[src/rtl/camera_emulator.sv]
// Transmit-side model of an OV7670-style parallel camera: pclk at clk/2, with vsync,
// href and RGB565 bytes driven on the pclk falling edge from a selectable test pattern.
module camera_emulator #(
  parameter int H_ACTIVE    = 640,
  parameter int H_BLANK     = 144,
  parameter int V_ACTIVE    = 480,
  parameter int VSYNC_LINES = 3,
  parameter int V_BACK      = 17,
  parameter int V_FRONT     = 10
) (
  input  logic       clk,
  input  logic       reset,
  input  logic       enable,
  input  logic [1:0] pattern_sel,
  output logic       pclk,
  output logic       vsync,
  output logic       href,
  output logic [7:0] data,
  output logic       frame_done,
  output logic [7:0] frame_count
);

  localparam int L    = 2 * H_ACTIVE + H_BLANK;
  localparam int SW   = $clog2(L);
  localparam int NL   = VSYNC_LINES + V_BACK + V_ACTIVE + V_FRONT;
  localparam int LW   = $clog2(NL + 1);
  localparam int BARW = H_ACTIVE / 8;
  localparam int SUBW = (BARW > 1) ? $clog2(BARW) : 1;

  typedef enum logic [2:0] {IDLE, VSYNC, VBACK, ACTIVE, VFRONT} state_t;

  state_t          state_q, state_d;
  logic [SW-1:0]   slot_q, slot_d;
  logic [LW-1:0]   line_q, line_d;
  logic [1:0]      pat_q, pat_d;
  logic [2:0]      bar_q, bar_d;
  logic [SUBW-1:0] sub_q, sub_d;
  logic            pclk_q, pclk_d;
  logic            vsync_q, vsync_d;
  logic            href_q, href_d;
  logic [7:0]      data_q, data_d;
  logic            frame_done_q, frame_done_d;
  logic [7:0]      frame_count_q, frame_count_d;

  logic [LW-1:0]   last_line;
  logic            slot_end;
  logic [15:0]     x16, y16, pix;

  always_comb begin
    state_d       = state_q;
    slot_d        = slot_q;
    line_d        = line_q;
    pat_d         = pat_q;
    bar_d         = bar_q;
    sub_d         = sub_q;
    pclk_d        = ~pclk_q;
    vsync_d       = vsync_q;
    href_d        = href_q;
    data_d        = data_q;
    frame_done_d  = 1'b0;
    frame_count_d = frame_count_q;
    last_line     = '0;
    slot_end      = (slot_q == SW'(L - 1));
    x16           = '0;
    y16           = '0;
    pix           = '0;

    case (state_q)
      VSYNC:   last_line = LW'(VSYNC_LINES - 1);
      VBACK:   last_line = LW'(V_BACK - 1);
      ACTIVE:  last_line = LW'(V_ACTIVE - 1);
      default: last_line = LW'(V_FRONT - 1);
    endcase

    // Everything except pclk advances only on the edge that drives pclk low.
    if (pclk_q) begin
      if (state_q == IDLE) begin
        if (enable) begin
          state_d = VSYNC;
          pat_d   = pattern_sel;
          slot_d  = '0;
          line_d  = '0;
        end
      end else begin
        slot_d = slot_end ? '0 : slot_q + 1'b1;
        if (slot_end) begin
          line_d = line_q + 1'b1;
          if (line_q == last_line) begin
            line_d = '0;
            case (state_q)
              VSYNC:   state_d = VBACK;
              VBACK:   state_d = ACTIVE;
              ACTIVE:  state_d = VFRONT;
              default: begin
                state_d = enable ? VSYNC : IDLE;
                if (enable) pat_d = pattern_sel;
              end
            endcase
          end
        end
      end

      if (state_q == ACTIVE && line_q == LW'(V_ACTIVE - 1) &&
          slot_q == SW'(2 * H_ACTIVE - 1)) begin
        frame_done_d  = 1'b1;
        frame_count_d = frame_count_q + 8'd1;
      end

      // Bar index tracks the pixel of slot_d by counting H_ACTIVE/8 pixels per bar.
      if (slot_d == '0) begin
        bar_d = '0;
        sub_d = '0;
      end else if (!slot_d[0] && slot_d < SW'(2 * H_ACTIVE)) begin
        if (sub_q == SUBW'(BARW - 1)) begin
          sub_d = '0;
          bar_d = bar_q + 3'd1;
        end else begin
          sub_d = sub_q + 1'b1;
        end
      end

      x16 = 16'(slot_d >> 1);
      y16 = 16'(line_d);
      case (pat_q)
        2'd0: begin
          case (bar_d)
            3'd0:    pix = 16'hFFFF;
            3'd1:    pix = 16'hFFE0;
            3'd2:    pix = 16'h07FF;
            3'd3:    pix = 16'h07E0;
            3'd4:    pix = 16'hF81F;
            3'd5:    pix = 16'hF800;
            3'd6:    pix = 16'h001F;
            default: pix = 16'h0000;
          endcase
        end
        2'd1:    pix = {x16[4:0], x16[5:0], x16[4:0]};
        2'd2:    pix = (x16[3] ^ y16[3]) ? 16'hFFFF : 16'h0000;
        default: pix = x16 + y16;
      endcase

      vsync_d = (state_d == VSYNC);
      href_d  = (state_d == ACTIVE) && (slot_d < SW'(2 * H_ACTIVE));
      data_d  = href_d ? (slot_d[0] ? pix[7:0] : pix[15:8]) : 8'h00;
    end
  end

  always_ff @(posedge clk or negedge reset) begin
    if (!reset) begin
      state_q       <= IDLE;
      slot_q        <= '0;
      line_q        <= '0;
      pat_q         <= '0;
      bar_q         <= '0;
      sub_q         <= '0;
      pclk_q        <= 1'b0;
      vsync_q       <= 1'b0;
      href_q        <= 1'b0;
      data_q        <= 8'h00;
      frame_done_q  <= 1'b0;
      frame_count_q <= 8'h00;
    end else begin
      state_q       <= state_d;
      slot_q        <= slot_d;
      line_q        <= line_d;
      pat_q         <= pat_d;
      bar_q         <= bar_d;
      sub_q         <= sub_d;
      pclk_q        <= pclk_d;
      vsync_q       <= vsync_d;
      href_q        <= href_d;
      data_q        <= data_d;
      frame_done_q  <= frame_done_d;
      frame_count_q <= frame_count_d;
    end
  end

  assign pclk        = pclk_q;
  assign vsync       = vsync_q;
  assign href        = href_q;
  assign data        = data_q;
  assign frame_done  = frame_done_q;
  assign frame_count = frame_count_q;

endmodule

[config.mk]
export PLATFORM = sky130hd
export DESIGN_NAME = camera_emulator
export DESIGN_NICKNAME = d
export VERILOG_FILES = /design/src/rtl/camera_emulator.sv
export SDC_FILE = /design/constraint.sdc
export NUM_CORES = 1
export LEC_CHECK = 0
export ABC_AREA = 1
export ABC_CLOCK_PERIOD_IN_PS = 2900
export BUFFER_PORTS_ARGS = -buffer_cell sky130_fd_sc_hd__buf_2
export CAP_MARGIN = 5
export CORE_ASPECT_RATIO = 0.75
export CORE_UTILIZATION = 35
export DETAILED_ROUTE_END_ITERATION = 8
export PLACE_DENSITY = 0.61
export SKIP_LAST_GASP = 1
export SLEW_MARGIN = 10
export SYNTH_ARGS = -nofsm -noshare
export SYNTH_HDL_FRONTEND = slang
export SYNTH_SLANG_ARGS = --single-unit
[constraint.sdc]
create_clock -name clk -period 2.9 [get_ports clk]
set_input_delay 0.29 -clock clk [delete_from_list [all_inputs] [get_ports clk]]
set_output_delay 0.29 -clock clk [all_outputs]
set_load 0.02 [all_outputs]
==> results of run 1 <==
==> worst paths after layout <==
| check | start | end | slack [ns] | depth (start not counted) |
|---|---|---|---|---|
| hold / removal | reset | state_q[2] | 0.12 | 2 |
| setup / recovery | state_q[2] | data[0] | -0.23 | 26 |
| min in group clk | pattern_sel[0] | pat_q[0] | 0.23 | 3 |
| max in group asynchronous | reset | state_q[0] | 2.28 | 2 |
| hold reg to reg | frame_count[7] | frame_count[7] | 0.47 | 1 |
| setup reg to reg | state_q[2] | data[0] | -0.23 | 26 |
==> per-stage QoR <==
stage	setup TNS [ns]	area (sq um)
final	-0.862	5840
after floorplan	-0.0224	4270
after global routing	-2.41	5840
after global placement	-0.357	5310
after CTS	-0.721	5620
after detailed placement	-1.10	5310
==> layout by cell type, fill, tap and decap left out, types with 2 or more instances in the layout <==
master	netlist	routed
clkbuf_16	0	5
a21oi_2	0	6
ha_4	0	2
nor2_4	8	12
nor3_1	7	6
a21oi_1	24	18
buf_4	0	121
nor2_1	27	22
o22ai_1	3	2
nor2_2	4	5
o21ai_4	2	2
nand2_1	172	163
nand4_1	9	9
nand3_1	49	44
o21ai_0	46	35
inv_2	8	12
ha_1	13	9
buf_2	2	24
nand4_4	2	2
o31ai_1	2	2
nand4_2	2	2
ha_2	0	2
o21ai_2	2	11
nand3_2	5	8
inv_1	67	62
nand2_2	6	12
dfrtp_2	0	2
xnor2_1	7	7
xor2_1	14	14
nand3_4	1	3
nor4_1	3	3
buf_6	1	2
nor3_4	1	2
o21ai_1	8	10
dfrtp_1	55	53
nand2_4	8	11
nand3b_1	2	2
==> area by class of cell <==
| type | count | area [sq um] | area share (%) |
|---|---|---|---|
| inverters | 78 | 302 | 5.16 |
| repair buffers | 147 | 1050 | 18.0 |
| clock inverters | 2 | 16.3 | 0.278 |
| multi-input cells | 443 | 2750 | 47.1 |
| flip-flops and latches | 55 | 1380 | 23.6 |
| clock buffers | 6 | 139 | 2.38 |
| well taps | 162 | 203 | 3.47 |
==> routing by layer <==
layer  vias up  global-route usage (%)
li1       2206                       -
met1      2080                    33.2
met2       123                    30.4
met3        11                    4.24
met4         0                    3.98
met5         -                       0
==> what timing repair did <==
item                       CTS  global route
cloned                       0             0
resized for setup           26            38
buffers inserted            12             9
pin swaps                   14            24
setup endpoints to repair    8             8
==> power by group through the flow <==
stage,Clock [mW],Combinational [mW],Sequential (mW)
after floorplan,0,0.00137,0.782
after global placement,0,0.0237,0.781
after detailed placement,0,0.0240,0.781
after CTS,0.669,0.0241,0.766
after global routing,0.707,0.0270,0.766
final,0.656,0.0223,0.766
==> critical path: stages (launching register included) <==
cell and delay (ns):
dfrtp_1 0.41, inv_4 0.11, nand2_4 0.07, inv_2 0.07, nand2_2 0.05, nand3_2 0.09, nor2_4 0.05, nand3_2 0.08
nand4_1 0.14, o21ai_2 0.20, ha_2 0.22, inv_2 0.04, fa_2 0.41, nor2_4 0.12, o21ai_2 0.07, nand2_1 0.07
nand2_2 0.06, nand2_2 0.06, a21oi_2 0.06, o21ai_2 0.17, nand3_2 0.09, nand2_1 0.08, nand2_1 0.05, nand2_1 0.06
nand2_1 0.06, nand3_2 0.09, nand2_1 0.05
==> flip-flops by register name (all words and copies together) (netlist names) <==
signal,count
vsync,1
line_q,9
data,8
frame_done,1
sub_q,7
frame_count,8
pclk,1
href,1
bar_q,3
state_q,3
pat_q,2
slot_q,11
==> cells by family (layout without fill, tap and decap cells) <==
family | count (synthesis) | after routing | share of synthesized area [%]
and+or+nand+nor | 311 | 311 | 37.2
DFF | 55 | 55 | 32.4
AOI/OAI and AO/OA | 95 | 95 | 13.1
xor gates and xnor gates | 21 | 21 | 4.33
muxes | 2 | 2 | 0.500
adders and majority gates | 14 | 14 | 4.30
buffers and inverters | 89 | 233 | 8.18
==> impl_metrics.env, run 1 <==
export IMPL_ys_seq_area_share_pct=32.4
export IMPL_synth_top_flop_cell="dfrtp_1"
export IMPL_yosysTopAreaCell="dfrtp_1"
export IMPL_synth_common_cells="nand2_1, inv_1, dfrtp_1"
export IMPL_instances_no_fill=893
export IMPL_fin_crit_ns=3.13
export IMPL_highest_layer="met4"
export IMPL_yosysWarnings=0
export IMPL_grt_pass1_vias=4225
export IMPL_final_util_pct=49.9
export IMPL_clockPowerShare_pct=45.4
export IMPL_gp_congestion=0.959
export IMPL_place_hpwl_mm=9.78
export IMPL_postRouteAntennaNets=0
export IMPL_skew_ns=0.00464
export IMPL_ir_worst_vdd_v=0.000198
export IMPL_drive_gt1_share_pct=36.1
export IMPL_synth_nets=606
export IMPL_io_pins=25
export IMPL_hold_buffers=0
export IMPL_start_kind="flip-flop"
export IMPL_status="complete, but fails checks"
export IMPL_synth_distinct_cells=51
export IMPL_yosys_cell_count_top_type="nand2_1"
export IMPL_drt_iter0_drc=331
export IMPL_path_clk_slew_ns=0.08
export IMPL_power_total_mw=1.44
export IMPL_cp_arrival_ns=3.33
export IMPL_synthArstFlopShare_pct=100
export IMPL_cts_sinks=55
export IMPL_timing_fmax_ghz=0.319
export IMPL_path_class="reg -> reg"
export IMPL_viasPerCell=4.95
export IMPL_timing_final_max_slew_violations=0
export IMPL_final_nets=749
export IMPL_synth_ff_latch_count=55
export IMPL_cts_buffers=5
export IMPL_avgRoutedWirePerCell_microns=14.5
export IMPL_tightest_slew_ns=0.732
export IMPL_rsz0062_at_grt="yes"
export IMPL_clockRootBuffer="clkbuf_16"
export IMPL_violations="setup timing"
export IMPL_setup_ws_ns=-0.231
export IMPL_h_tree_depth=2
export IMPL_die_h_microns=97.4
export IMPL_drc_errors=0
export IMPL_dp_slack_ns=-0.330
export IMPL_min_path_type="in -> async"
export IMPL_synth_edf_count=0
export IMPL_wirelength_mm=13.0
export IMPL_p_switching_uw=327
export IMPL_combinationalPowerShare_pct=1.5
export IMPL_initial_utilization_pct=36.3
export IMPL_grt_max_degree=56
export IMPL_syn_to_final_growth_pct=37.5
export IMPL_crit_required_ns=3.10
export IMPL_port_buffers=24
export IMPL_coreArea_sq_um=11700
export IMPL_dieArea_sq_um=12600
export IMPL_die_w_microns=129
export IMPL_antenna_found_initial=0
export IMPL_syn_inst=587
export IMPL_n_fill_cell=1103
export IMPL_num_antenna_cells=0
export IMPL_crit_fanout=5
export IMPL_overflow=0
export IMPL_p_per_area_nw_per_um2=247
export IMPL_maxCapViolations=0
export IMPL_seq_power_share_pct=53.0
export IMPL_rows=34
export IMPL_cts_tree="yes"
export IMPL_clk_path_buf_depth=2
export IMPL_dr_pass1_iters=5
export IMPL_netlist_area_sq_um=4250
export IMPL_dr_wl_met2_mm=5.55
export IMPL_vias=4420
export IMPL_dr_wl_met3_microns=770
export IMPL_synthTopCellsByArea="dfrtp_1, nand2_1, inv_1"
export IMPL_track_usage_pct=21.4
export IMPL_setup_viol=6
export IMPL_swShare_pct=22.7
export IMPL_cp_end_kind="flip-flop"
export IMPL_maxSlewHeadroom_pct=51.2
export IMPL_grt_pass1_wl_mm=21.1
export IMPL_dp_cells=864
export IMPL_fin_crit_sh_pct=108
export IMPL_hold_viol_final=0
export IMPL_syn_avg_cell_area_sq_um=7.24
export IMPL_synth_top_area_share_pct=32.4
export IMPL_wl_met1_mm=6.52
export IMPL_p_leak_nw=3.12
export IMPL_clk_latency_ns=0.30
export IMPL_internal_power_mw=1.12
export IMPL_timing_hold_ws_ns=0.122
No activity file was read; power rests on OpenSTA's default activity.
==> run 2: changes to the inputs <==
--- a/config.mk
+++ b/config.mk
@@ -5,7 +5,7 @@
 export SDC_FILE = /design/constraint.sdc
 export NUM_CORES = 1
 export LEC_CHECK = 0
-export ABC_AREA = 1
+export ABC_AREA = 0
 export ABC_CLOCK_PERIOD_IN_PS = 2900
 export BUFFER_PORTS_ARGS = -buffer_cell sky130_fd_sc_hd__buf_2
 export CAP_MARGIN = 5
==> impl_metrics.env, run 2 <==
export IMPL_port_buffers=24
export IMPL_syn_inst=462
export IMPL_synthTopCellsByArea="dfrtp_1, mux2_2, nand2_1"
export IMPL_cts_buffers=5
export IMPL_clk_path_buf_depth=2
export IMPL_grt_pass1_vias=3863
export IMPL_yosysWarnings=0
export IMPL_drt_iter0_drc=319
export IMPL_rows=33
export IMPL_final_util_pct=49.3
export IMPL_drive_gt1_share_pct=35.3
export IMPL_place_hpwl_mm=9.09
export IMPL_crit_fanout=4
export IMPL_yosys_cell_count_top_type="dfrtp_1"
export IMPL_coreArea_sq_um=10900
export IMPL_path_class="reg -> reg"
export IMPL_synth_ff_latch_count=55
export IMPL_h_tree_depth=2
export IMPL_syn_to_final_growth_pct=37.3
export IMPL_status="complete, but fails checks"
export IMPL_netlist_area_sq_um=3930
export IMPL_cp_arrival_ns=4.39
export IMPL_synth_nets=481
export IMPL_vias=4058
export IMPL_setup_viol=19
export IMPL_synth_top_flop_cell="dfrtp_1"
export IMPL_rsz0062_at_grt="yes"
export IMPL_viasPerCell=5.51
export IMPL_gp_congestion=0.953
export IMPL_maxSlewHeadroom_pct=45.7
export IMPL_dr_pass1_iters=6
export IMPL_clockRootBuffer="clkbuf_16"
export IMPL_fin_crit_sh_pct=145
export IMPL_layout_commonest_cell="buf_4"
export IMPL_holdPathStages=2
export IMPL_multi_input_area_sq_um=2510
export IMPL_wirelength_mm=12.3
export IMPL_violations="setup timing"
export IMPL_grt_pass1_wl_mm=20.0
export IMPL_synth_common_cells="dfrtp_1, nand2_1, nor2_1"
export IMPL_layout_common_cells="buf_4, dfrtp_1, nand2_1, nor2_1, a21oi_1"
export IMPL_ir_worst_vdd_v=0.000244
export IMPL_grt_max_degree=37
export IMPL_p_per_area_nw_per_um2=266
export IMPL_initial_utilization_pct=35.9
export IMPL_skew_ns=0.0162
export IMPL_die_w_microns=124
export IMPL_drc_errors=0
export IMPL_dp_slack_ns=-1.31
export IMPL_clk_latency_ns=0.31
export IMPL_timing_final_max_slew_violations=0
export IMPL_regMostFlops="slot_q"
export IMPL_cts_tree="yes"
export IMPL_track_usage_pct=21.6
export IMPL_num_antenna_cells=0
export IMPL_io_pins=25
export IMPL_postRouteAntennaNets=0
export IMPL_overflow=0
export IMPL_antenna_found_initial=0
export IMPL_synthArstFlopShare_pct=100
export IMPL_setup_ws_ns=-1.30
export IMPL_timing_fmax_ghz=0.238
export IMPL_maxCapViolations=0
export IMPL_hold_viol_final=0
export IMPL_reg2reg_depth=17
export IMPL_yosysTopAreaCell="dfrtp_1"
export IMPL_synth_edf_count=0
export IMPL_reg_largest_list="slot_q: 11 flops, line_q: 9 flops"
export IMPL_die_h_microns=93.8
export IMPL_synth_top_area_share_pct=35.0
export IMPL_regArea_sq_um=1380
export IMPL_start_kind="flip-flop"
export IMPL_crit_required_ns=3.09
export IMPL_n_fill_cell=1006
export IMPL_fin_crit_ns=4.20
export IMPL_cp_end_kind="flip-flop"
export IMPL_p_leak_nw=2.49
export IMPL_ys_seq_area_share_pct=35.0
export IMPL_min_path_type="in -> reg"
export IMPL_avgRoutedWirePerCell_microns=16.6
export IMPL_final_nets=615
export IMPL_largest_reg_flops=11
export IMPL_cts_sinks=55
export IMPL_tightest_slew_ns=0.807
export IMPL_synth_distinct_cells=69
export IMPL_path_clk_slew_ns=0.08
export IMPL_dieArea_sq_um=11700
export IMPL_syn_avg_cell_area_sq_um=8.51
## run 2: changes by cell type in the layout (fill, tap and decap cells not counted), sizes merged, moves of 8 or more
cell	before	now
nand2	187	45
inv	76	16
nand3	55	14
o21ai	58	34
mux2	1	16
xnor2	7	18
a21oi	25	34
nor4	4	12
xor2	14	6
## run 2: logic make-up after synthesis
kind of cell | synth area share (%)
flops | 35.0
mux | 5.09
simple gates | 24.2
xor+xnor | 5.35
buf+inv | 4.84
compound gates | 20.3
fa+ha+maj | 5.16
## run 2: critical path, stage by stage, from the launching register on
cell and delay, ns:
dfrtp_1 0.39, or4b_4 0.57, or2_4 0.27, nor3_4 0.16
nand4_1 0.16, nor2b_1 0.17, o21ai_1 0.15, o31ai_2 0.10
ha_1 0.33, and3_1 0.18, a221o_1 0.36, nor4_2 0.20
nor3_2 0.09, a21oi_1 0.20, maj3_1 0.23, xnor2_1 0.11
a32oi_1 0.11, a221o_1 0.32
## run 2: timing repair
item / 4_1_cts / 5_1_grt
endpoints found under the setup margin: 18 / 20
hold buffers: 1 / 0
buffers inserted: 8 / 3
pin swaps: 20 / 13
resized for setup: 17 / 20
endpoints found under the hold margin: 19 / 0
gates cloned: 0 / 0
## run 2: where the power goes
part / total (mW) / switching [mW] / internal, mW
sequential: 0.766 / 0 / 0.766
combinational: 0.0234 / 0.0180 / 0.00534
clock: 0.646 / 0.299 / 0.347
total: 1.44 / 0.317 / 1.12
## run 2: worst paths after layout
kind	from	end	slack, ns
setup / recovery	slot_q[5]	data[1]	-1.30
hold / removal	pattern_sel[1]	pat_q[1]	0.22
setup reg to reg	slot_q[5]	data[1]	-1.30
hold reg to reg	frame_count[7]	frame_count[7]	0.47
max in group asynchronous	reset	line_q[2]	1.56
min in group asynchronous	reset	sub_q[1]	0.46
## run 2: per-layer routing
layer  vias to the layer above  global-route usage (%)  part of all wire, %
met1                      1942                    32.7                   51
met4                         0                    6.12                  1.4
met3                        17                    4.44                  6.3
met5                         -                       0                    0
met2                       131                    30.4                   41
li1                       1968                       -                    -
## run 2: final cells by class
type / instances / share of cell area (%)
clock buffers: 7 / 2.64
clock inverters: 1 / 0.162
inverters: 18 / 1.25
multi-input cells: 362 / 46.5
flip-flops and latches: 55 / 25.5
well taps: 140 / 3.25
repair buffers: 154 / 20.7
## run 2: through the flow
step	std cells	hold slack, ns	area [sq um]	total power [mW]	TNS [ns]
after floorplan	462	-0.00559	3940	0.783	-6.81
after global placement	718	0.254	5010	0.804	-8.75
after detailed placement	718	0.266	5010	0.805	-9.74
after CTS	734	0.213	5290	1.46	-10.60
after global routing	737	0.229	5400	1.49	-14.39
final	737	0.215	5400	1.44	-11.14
==> run 3: changes to the inputs <==
--- a/config.mk
+++ b/config.mk
@@ -7,12 +7,12 @@
 export LEC_CHECK = 0
 export ABC_AREA = 0
 export ABC_CLOCK_PERIOD_IN_PS = 2900
-export BUFFER_PORTS_ARGS = -buffer_cell sky130_fd_sc_hd__buf_2
 export CAP_MARGIN = 5
 export CORE_ASPECT_RATIO = 0.75
 export CORE_UTILIZATION = 35
 export DETAILED_ROUTE_END_ITERATION = 8
-export PLACE_DENSITY = 0.61
+export DONT_BUFFER_PORTS = 1
+export PLACE_DENSITY = 0.59
 export SKIP_LAST_GASP = 1
 export SLEW_MARGIN = 10
 export SYNTH_ARGS = -nofsm -noshare
==> impl_metrics.env, run 3 (synthesized netlist as in run 2, its figures left out) <==
export IMPL_status="complete, but fails checks"
export IMPL_violations="setup timing"
export IMPL_avgRoutedWirePerCell_microns=17.4
export IMPL_grt_pass1_wl_mm=20.1
export IMPL_clk_path_buf_depth=2
export IMPL_die_w_microns=124
export IMPL_min_path_type="in -> reg"
export IMPL_path_clk_slew_ns=0.07
export IMPL_fin_crit_ns=4.30
export IMPL_p_per_area_nw_per_um2=268
export IMPL_reg_largest_list="slot_q: 11 flops, line_q: 9 flops"
export IMPL_p_leak_nw=2.46
export IMPL_num_antenna_cells=0
export IMPL_ir_worst_vdd_v=0.000188
export IMPL_regToRegSetupSlack_ns=-1.40
export IMPL_tightest_slew_ns=0.883
export IMPL_overflow=0
export IMPL_crit_fanout=4
export IMPL_rsz0062_at_grt="yes"
export IMPL_postRouteAntennaNets=0
export IMPL_largest_reg_flops=11
export IMPL_maxCapViolations=0
export IMPL_drt_iter0_drc=498
export IMPL_fin_crit_sh_pct=148
export IMPL_layout_common_cells="buf_4, dfrtp_1, nand2_1, nor2_1, a21oi_1"
export IMPL_setup_tns_ns=-11.76
export IMPL_antenna_found_initial=0
export IMPL_initial_utilization_pct=35.9
export IMPL_n_fill_cell=971
export IMPL_timing_final_max_slew_violations=0
export IMPL_gp_congestion=0.979
export IMPL_place_area_sq_um=4940
export IMPL_final_nets=602
export IMPL_wirelength_mm=12.5
export IMPL_place_hpwl_mm=8.97
export IMPL_stdcell_area_sq_um=5490
export IMPL_dieArea_sq_um=11700
export IMPL_maxSlewHeadroom_pct=41.1
export IMPL_cp_end_kind="flip-flop"
export IMPL_grt_max_degree=56
export IMPL_cts_tree="yes"
export IMPL_start_kind="flip-flop"
export IMPL_cp_arrival_ns=4.48
export IMPL_rows=33
export IMPL_drive_gt1_share_pct=35.8
export IMPL_syn_to_final_growth_pct=39.6
export IMPL_h_tree_depth=2
export IMPL_viasPerCell=5.68
export IMPL_hold_viol_final=0
export IMPL_io_pins=25
export IMPL_cts_sinks=55
export IMPL_drc_errors=0
export IMPL_track_usage_pct=21.7
export IMPL_cts_buffers=5
export IMPL_die_h_microns=93.8
export IMPL_clk_latency_ns=0.30
export IMPL_dr_pass1_iters=5
export IMPL_setup_ws_ns=-1.40
export IMPL_path_class="reg -> reg"
export IMPL_grt_pass1_vias=3808
export IMPL_timing_fmax_ghz=0.233
export IMPL_layout_commonest_cell="buf_4"
export IMPL_setup_viol=19
export IMPL_vias=4106
export IMPL_skew_ns=0.00734
export IMPL_port_buffers=0
export IMPL_coreArea_sq_um=10900
export IMPL_regMostFlops="slot_q"
export IMPL_clockRootBuffer="clkbuf_16"
export IMPL_crit_required_ns=3.08
-- run 3: critical path, cell delays in order, from the launching register on --
cell and delay [ns]:
dfrtp_1 0.38, or4b_4 0.58, or2_4 0.27, nor3_4 0.19, nand4_1 0.21, nor2b_2 0.21
o21ai_1 0.14, o31ai_2 0.11, ha_1 0.33, and3_4 0.19, a221o_1 0.37, nor4_4 0.17
nor3_2 0.08, a21oi_1 0.16, maj3_1 0.20, xnor2_1 0.11, a32oi_1 0.12, a221o_1 0.38
-- run 3: layer usage --
layer | track usage (%) | up-vias | share of wire, % | wire length (microns)
met4 | 5.02 | 0 | 1.7 | 210
met1 | 32.4 | 1982 | 49 | 6130
li1 | - | 1941 | - | -
met2 | 32.5 | 161 | 42 | 5320
met5 | 0 | - | 0 | 0
met3 | 3.47 | 22 | 7.0 | 883
-- run 3: what timing repair did --
item,CTS,global route
gates resized for setup,22,27
setup endpoints to repair,19,21
buffers inserted,9,11
gates cloned,0,0
pin swaps,10,16
hold buffers,2,0
endpoints found under the hold margin,55,0
-- run 3: area by class of cell --
type | instances | area [sq um] | share of cell area [%]
multi-input combinational | 362 | 2600 | 47.3
sequential | 55 | 1380 | 25.1
timing repair buffer | 141 | 1110 | 20.2
tap | 140 | 175 | 3.19
clock buffer | 6 | 129 | 2.35
inverter | 18 | 67.6 | 1.23
clock inverter | 1 | 30.0 | 0.547
-- run 3: path summary, 6_finish.rpt --
check	endpoint	startpoint	depth (start not counted)
min in group asynchronous	frame_count[5]	reset	2
hold reg to reg	sub_q[6]	sub_q[6]	2
setup reg to reg	data[1]	slot_q[5]	17
setup / recovery	data[1]	slot_q[5]	17
max in group asynchronous	pclk	reset	2
hold / removal	pat_q[0]	pattern_sel[0]	2
-- run 3: report_power, final --
group | switching [mW] | total [mW] | internal, mW
clock | 0.279 | 0.683 | 0.404
sequential | 0 | 0.766 | 0.766
combinational | 0.0166 | 0.0223 | 0.00567
total | 0.296 | 1.47 | 1.18
-- run 3: per-stage QoR --
| stage | hold WS, ns | instances | power [mW] | util, % | setup slack (ns) |
|---|---|---|---|---|---|
| 6_report | 0.119 | 723 | 1.47 | 50.1 | -1.40 |
| 5_1_grt | 0.133 | 723 | 1.52 | 50.1 | -1.60 |
| 4_1_cts | 0.115 | 715 | 1.49 | 48.4 | -1.26 |
| 3_5_place_dp | -0.00446 | 699 | 0.783 | 45.1 | -1.37 |
| 3_3_place_gp | -0.00448 | 699 | 0.783 | 45.1 | -1.32 |
| 2_1_floorplan | -0.00559 | 462 | 0.783 | - | -1.19 |
